File: config.mk
export PLATFORM = sky130hd
export DESIGN_NAME = sp_vec_unpacker_flat
export DESIGN_NICKNAME = d
export VERILOG_FILES = /design/src/rtl/sp_vec_unpacker_if.sv /design/src/rtl/sp_vec_unpacker.sv /design/src/flat_wrapper.sv
export SDC_FILE = /design/constraint.sdc
export NUM_CORES = 1
export LEC_CHECK = 0
export ABC_CLOCK_PERIOD_IN_PS = 13600
export CAP_MARGIN = 20
export CORE_MARGIN = 1.5
export CORE_UTILIZATION = 49
export CTS_CLUSTER_SIZE = 30
export DETAILED_ROUTE_END_ITERATION = 6
export MAX_ROUTING_LAYER = met4
export PLACE_DENSITY = 0.78
export SETUP_SLACK_MARGIN = 0.15
export SLEW_MARGIN = 20
export SYNTH_ARGS = -nofsm -noshare
export SYNTH_HDL_FRONTEND = slang
export SYNTH_SLANG_ARGS = --single-unit
File: constraint.sdc
create_clock -name clk -period 13.6 [get_ports clk]
set_input_delay 4.08 -clock clk [delete_from_list [all_inputs] [get_ports clk]]
set_output_delay 4.08 -clock clk [all_outputs]
set_load 0.005 [all_outputs]
File: src/rtl/sp_vec_unpacker_if.sv
// x_if: one vector of K complex I/Q samples per valid beat; the producer has no backpressure.
interface x_if #(parameter int K = 7, parameter int LEN = 16);
    logic valid;
    logic [K*2*LEN-1:0] value;
    modport in (input valid, value);
    modport out (output valid, value);
endinterface

File: src/rtl/sp_vec_unpacker.sv
// sp_vec_unpacker: buffers up to DEPTH I/Q vectors and streams them one sample per cycle, element 0 first.
module sp_vec_unpacker #(
    parameter int K = 7,
    parameter int LEN = 16,
    parameter int DEPTH = 2,
    localparam int IW = (K > 1) ? $clog2(K) : 1,
    localparam int PW = $clog2(DEPTH),
    localparam int CW = PW + 1
) (
    input  logic                  clk,
    input  logic                  rst_n,
    x_if.in                       xin,
    output logic                  out_valid,
    input  logic                  out_ready,
    output logic signed [LEN-1:0] out_i,
    output logic signed [LEN-1:0] out_q,
    output logic [IW-1:0]         out_idx,
    output logic                  out_last,
    input  logic                  clr_ovf,
    output logic                  overflow,
    output logic [7:0]            drop_cnt,
    output logic [CW-1:0]         level
);
    typedef enum logic {EMPTY, STREAM} state_t;
    state_t state, state_nxt;
    logic [K-1:0][2*LEN-1:0] mem [DEPTH];
    logic [PW-1:0] wr_ptr, rd_ptr;
    logic [CW-1:0] count;
    logic [IW-1:0] idx;
    logic [2*LEN-1:0] elem;
    logic hs, pop, push, drop;
    assign hs = out_valid && out_ready;
    assign pop = hs && idx == IW'(K - 1);
    assign push = xin.valid && (count < CW'(DEPTH) || pop);
    assign drop = xin.valid && count == CW'(DEPTH) && !pop;
    assign elem = mem[rd_ptr][idx];
    assign out_valid = state == STREAM;
    assign out_i = out_valid ? elem[2*LEN-1:LEN] : '0;
    assign out_q = out_valid ? elem[LEN-1:0] : '0;
    assign out_idx = idx;
    assign out_last = out_valid && idx == IW'(K - 1);
    assign level = count;
    always_ff @(posedge clk) begin
        if (!rst_n) state <= EMPTY;
        else state <= state_nxt;
    end
    always_comb begin
        state_nxt = state;
        if (state == EMPTY)
            state_nxt = push ? STREAM : EMPTY;
        else if (pop && count == CW'(1) && !push)
            state_nxt = EMPTY;
    end
    // Storage is not reset; it is don't-care while count==0.
    always_ff @(posedge clk) begin
        if (rst_n && push) mem[wr_ptr] <= xin.value;
    end
    always_ff @(posedge clk) begin
        if (!rst_n) begin
            wr_ptr <= '0;
            rd_ptr <= '0;
            count <= '0;
            idx <= '0;
            overflow <= 1'b0;
            drop_cnt <= '0;
        end else begin
            if (push) wr_ptr <= wr_ptr + PW'(1);
            if (pop) rd_ptr <= rd_ptr + PW'(1);
            count <= count + CW'(push) - CW'(pop);
            if (hs) idx <= pop ? '0 : idx + IW'(1);
            // A drop in the same cycle as clr_ovf wins and restarts the count at 1.
            overflow <= drop ? 1'b1 : clr_ovf ? 1'b0 : overflow;
            drop_cnt <= drop ? (clr_ovf ? 8'd1 : (drop_cnt == 8'hff ? 8'hff : drop_cnt + 8'd1))
                      : clr_ovf ? 8'd0 : drop_cnt;
        end
    end
endmodule

File: src/flat_wrapper.sv
// flat-port wrapper written by rule: the top's interface ports become plain ports
module sp_vec_unpacker_flat 
#(
    parameter int K = 7,
    parameter int LEN = 16,
    parameter int DEPTH = 2,
    localparam int IW = (K > 1) ? $clog2(K) : 1,
    localparam int PW = $clog2(DEPTH),
    localparam int CW = PW + 1
)
  (clk, rst_n, out_valid, out_ready, out_i, out_q, out_idx, out_last, clr_ovf, overflow, drop_cnt, level, xin_valid, xin_value);
  x_if #(.K(K), .LEN(LEN)) xin_i ();
  input  logic clk;
  input  logic rst_n;
  output logic out_valid;
  input  logic out_ready;
  output logic signed [LEN-1:0] out_i;
  output logic signed [LEN-1:0] out_q;
  output logic [IW-1:0] out_idx;
  output logic out_last;
  input  logic clr_ovf;
  output logic overflow;
  output logic [7:0] drop_cnt;
  output logic [CW-1:0] level;
  input wire logic [$bits(xin_i.valid)-1:0] xin_valid;
  input wire logic [$bits(xin_i.value)-1:0] xin_value;
  assign xin_i.valid = xin_valid;
  assign xin_i.value = xin_value;
  sp_vec_unpacker #(.K(K), .LEN(LEN), .DEPTH(DEPTH)) u_core (.clk(clk), .rst_n(rst_n), .xin(xin_i), .out_valid(out_valid), .out_ready(out_ready), .out_i(out_i), .out_q(out_q), .out_idx(out_idx), .out_last(out_last), .clr_ovf(clr_ovf), .overflow(overflow), .drop_cnt(drop_cnt), .level(level));
endmodule
# After elaboration in Yosys (flattened, before gate mapping)
# Memories as Yosys holds them, arrays and structs flattened. A register that Yosys moved wholly into a read port is not among the register bits.
# Index checks and enable logic that the tools add are counted.
# word_totals
input_bits	229
memories	1
register_bits	17
wordCells	51
out_inout_bits	48
ram_bits	448
# classes
n_addsub	6
order_cmp	2
reduce_logical	13
n_mux	18
n_eq_ne	4
# memory_table
memory	depth	width	rd	rd_clocked_by_memory_dff	wr	line_no	source
u_core.mem	2	224	1	1	1	sp_vec_unpacker.sv:26	logic [K-1:0][2*LEN-1:0] mem [DEPTH];
# ops
op	n
$bmux 32 s3	1
$mux 16	2
$mux 32	1
$mux 8	4
$logic_and 1x1->1	9
$mux 1	9
$add 8x1->8 const B	1
$eq 8x8->1 const B	1
$lt 3x4->1 const B	1
$add 3x1->3 const B	1
$eq 3x3->1 const B	1
$mux 3	1
$add 1x1->1 const B	2
$add 2x1->2	1
$eq 2x1->1 const B	1
$eq 2x2->1 const B	1
$logic_not 1->1	2
$lt 2x2->1 const B	1
$reduce_bool 2->1	1
$sub 2x1->2	1
$logic_or 1x1->1	1

# Logic depth before layout (Yosys ltp)
# depth
depth_word	8
mapped_depth	12
depth_no_buf	10

# Worst setup path before layout
# No wires, ideal clock.
# synth_timing
kind	input to register
from	input out_ready
to	memory u_core.mem[0][0] (netlist name), enable pin
slack_ps	-1003
t_arrival_ps	13792
path_buffers	0
required_time_ps	12789
setup_time_ps	811
cell_stages	4
cell_sequence	nand4_4 -> a21boi_2 -> nand2_1 -> nor2_1
# synth_via
elab_chain_len	7
# synth_lines
item	line_no	source
start, declared	flat_wrapper.sv:16	input logic out_ready;
$logic_and 1x1->1	sp_vec_unpacker.sv:32	assign hs = out_valid && out_ready;
$logic_and 1x1->1	sp_vec_unpacker.sv:33	assign pop = hs && idx == IW'(K - 1);
$logic_or 1x1->1	sp_vec_unpacker.sv:34	assign push = xin.valid && (count < CW'(DEPTH) || pop);
$logic_and 1x1->1	sp_vec_unpacker.sv:34	
named net u_core.push	sp_vec_unpacker.sv:31	logic hs, pop, push, drop;
$logic_and 1x1->1	sp_vec_unpacker.sv:56	if (rst_n && push) mem[wr_ptr] <= xin.value;
$mux 1	sp_vec_unpacker.sv:56	
$mux 1 (not written as such)	sp_vec_unpacker.sv:56	
end, declared	sp_vec_unpacker.sv:26	
# The timed path passes the listed nets, and every way through them passes these cells.

==> impl_metrics.py <==
metrics = {
    "flow_run": {
        "cap_violations": 0,
    },
    "worst_setup_path": {
        "worstPathRequired_ns": 9.52,
        "arrival_ns": 3.92,
        "critPathMaxStageDelay_ns": 0.90,
        "worstPathCellList": "buf_4 -> mux2i_1 -> o22ai_1 -> nor4_1 -> nor2_1 -> clkdlybuf4s50_1",
        "cp_slowest_cell": "dfxtp_4",
        "startpoint_type": "flip-flop",
        "worst-path-max-fanout": 58,
        "cp-end-kind": "output port",
        "worstSetupPathType": "flip-flop to output port",
    },
    "route": {
        "wirelength_um": 40700,
        "via_per_inst": 5.58,
        "drtAntennaViolNets": 0,
        "firstDrtPassIters": 5,
        "vias": 10094,
        "drc": 0,
        "wire_per_inst_um": 22.5,
        "drt_iter0_markers": 594,
    },
    "floorplan": {
        "initial_core_util": 0.497,
        "ios": 277,
        "die_x_um": 196,
        "rows": 70,
        "die_area_mm2": 0.0383,
        "die_y_um": 196,
        "core_mm2": 0.0366,
    },
    "global_route": {
        "grt_pass1_wl_um": 60600,
        "grt_max_degree": 82,
        "grt_pass1_vias": 10434,
        "track_usage": 0.220,
        "grt_overflow_total": 0,
        "antenna_found_initial": 17,
    },
    "cts": {
        "cts_tree": "done",
        "cts_resized": 0,
        "cts-root-buf": "clkbuf_16",
        "clk_latency_ns": 0.56,
        "path_clk_slew_ns": 0.06,
        "cts_hold_buf": 0,
        "clock-sinks": 466,
        "post_cts_buffers": 0,
        "cts_max_level": 2,
        "clk_path_buf_depth": 3,
        "cts_inserted_buffers": 47,
    },
    "yosys": {
        "synth_edf_count": 448,
        "syn-num-nets": 1238,
        "synth.avg_cell_area_um2": 18.1,
        "synth_top_area_share": 0.740,
        "synth_most_common_cell": "edfxtp_1",
        "synth_cell_types": 43,
        "yosys_warnings": 0,
        "ys_seq_area_frac": 0.760,
        "ys_async_sr_fraction": 0,
        "synth.ff_latch_count": 466,
        "ys.flop_type": "edfxtp_1",
        "synthTopCellsByArea": "edfxtp_1 (74%), mux2i_1 (8.7%), mux4_2 (4.1%)",
        "yosys.area.top_type": "edfxtp_1",
        "synth_commonest_cells": "edfxtp_1 (448), mux2i_1 (158), nor2_1 (68), o21ai_0 (65), o22ai_1 (62)",
        "synthesis.area_mm2": 0.0182,
        "synth_cells": 1004,
    },
    "place": {
        "gp_congestion": 0.777,
        "io_buffers": 276,
        "dp_hpwl_um": 25600,
    },
    "cells_and_area": {
        "nNetsFinal": 1520,
        "fillers": 2591,
        "synthToLayoutAreaGrowth_pct": 25.2,
        "final_util": 0.622,
        "seq_area_mm2": 0.0138,
        "multi_input_area_mm2": 0.00396,
        "layout-drive-gt1-share": 0.0999,
    },
    "sta": {
        "setup_viol": 0,
        "hold_violations": 0,
        "finalMaxSlewViolations": 0,
        "worstMarginPinSlew_ns": 1.09,
        "rsz0062_at_grt": "false",
        "max_freq_ghz": 0.125,
        "layout_min_cycle_time_ns": 8.00,
        "skew_ns": 0.0191,
        "relSlewSlack": 0.276,
        "finalCritPeriodShare": 0.588,
        "tns_ns": 0,
    },
    "pwr": {
        "vdd_drop_max_uv": 97.8,
        "leakage_uw": 0.00704,
        "power_density_mw_per_mm2": 138,
    },
    "status": {
        "status": "complete, no violations",
    },
    "min_path": {
        "hold_class": "flip-flop to flip-flop",
    },
}
[through the flow]
stage | instance area, um^2 | worst slack (ns) | hold WS (ns) | std cells | power [uW]
finish | 22800 | 5.60 | 0.485 | 1808 | 3140
global route | 22800 | 5.43 | 0.545 | 1806 | 3240
global placement | 21300 | 6.06 | 0.468 | 1705 | 1940
CTS | 22700 | 5.50 | 0.486 | 1789 | 3170
detailed placement | 21300 | 6.00 | 0.478 | 1705 | 1950
floorplan | 18200 | 2.79 | 0.472 | 1004 | 1820
[final cells by class]
class | instances | share of cell area
well taps | 468 | 0.0257
repair buffers | 290 | 0.126
inverters | 6 | 0.000989
clock buffers | 56 | 0.0541
flip-flops and latches | 466 | 0.607
clock inverters | 28 | 0.0101
diodes | 19 | 0.00209
multi-input cells | 475 | 0.174
[cell usage in the layout, fill, tap and decap left out, types with 6 or more instances in the layout]
cell type / count
inv_1: 6
and2_1: 7
clkdlybuf4s50_1: 276
mux2i_1: 158
o21ai_0: 65
o22ai_1: 62
diode_2: 19
buf_4: 14
clkbuf_16: 48
nand3_1: 7
mux4_2: 33
clkbuf_1: 8
edfxtp_1: 448
clkinv_2: 10
clkinv_1: 9
dfxtp_1: 14
nor2_1: 67
nor4_1: 17
[routing by layer]
metal  track usage  vias to the layer above  part of all wire
met2         0.355                      342              0.50
met5             -                        -                 0
met1         0.262                     5062              0.39
met3        0.0744                       69             0.090
li1              -                     4621                 -
met4        0.0686                        0             0.026
[final timing paths]
check | from | endpoint | slack (ns) | depth (start not counted)
max | flip-flop | out_q[3] | 5.60 | 6
min | u_core.overflow$_SDFFE_PN0P_ | u_core.overflow$_SDFFE_PN0P_ | 0.48 | 2
max reg2reg | u_core.out_valid$_SDFF_PN0_ | u_core.mem[0][195]$_DFFE_PP_ | 9.59 | 7
min reg2reg | u_core.overflow$_SDFFE_PN0P_ | u_core.overflow$_SDFFE_PN0P_ | 0.48 | 2
[power breakdown]
group / internal [uW] / switching, uW
logic: 119 / 127
clock network: 704 / 517
registers: 1650 / 19.3
[critical path: cells and delay by family (launching register included)]
family	cells	cell delay [ns]
flip-flops	1	0.90
AO/OA/AOI/OAI	1	0.10
buffers and inverters	2	1.34
multiplexers	1	0.27
AND/OR/NAND/NOR	2	0.64
[state kept, by name, summed over array words and instances (netlist names), named ones only]
register          count
u_core.rd_ptr         1
u_core.drop_cnt       8
u_core.out_idx        3
u_core.out_valid      1
u_core.overflow       1
u_core.mem          448
u_core.wr_ptr         1
u_core.level          2
[kinds of logic (layout without fill, tap and decap cells)]
logic type | Yosys count | after routing | share of synthesized area
AOI/OAI and AO/OA | 149 | 149 | 0.0491
xor gates and xnor gates | 5 | 5 | 0.00241
adders and majority gates | 5 | 5 | 0.00344
buffers and inverters | 63 | 380 | 0.0235
DFF | 466 | 466 | 0.760
muxes | 191 | 191 | 0.128
other | 0 | 19 | 0
and+or+nand+nor | 125 | 125 | 0.0338
Power figures use the tool's default switching activity.
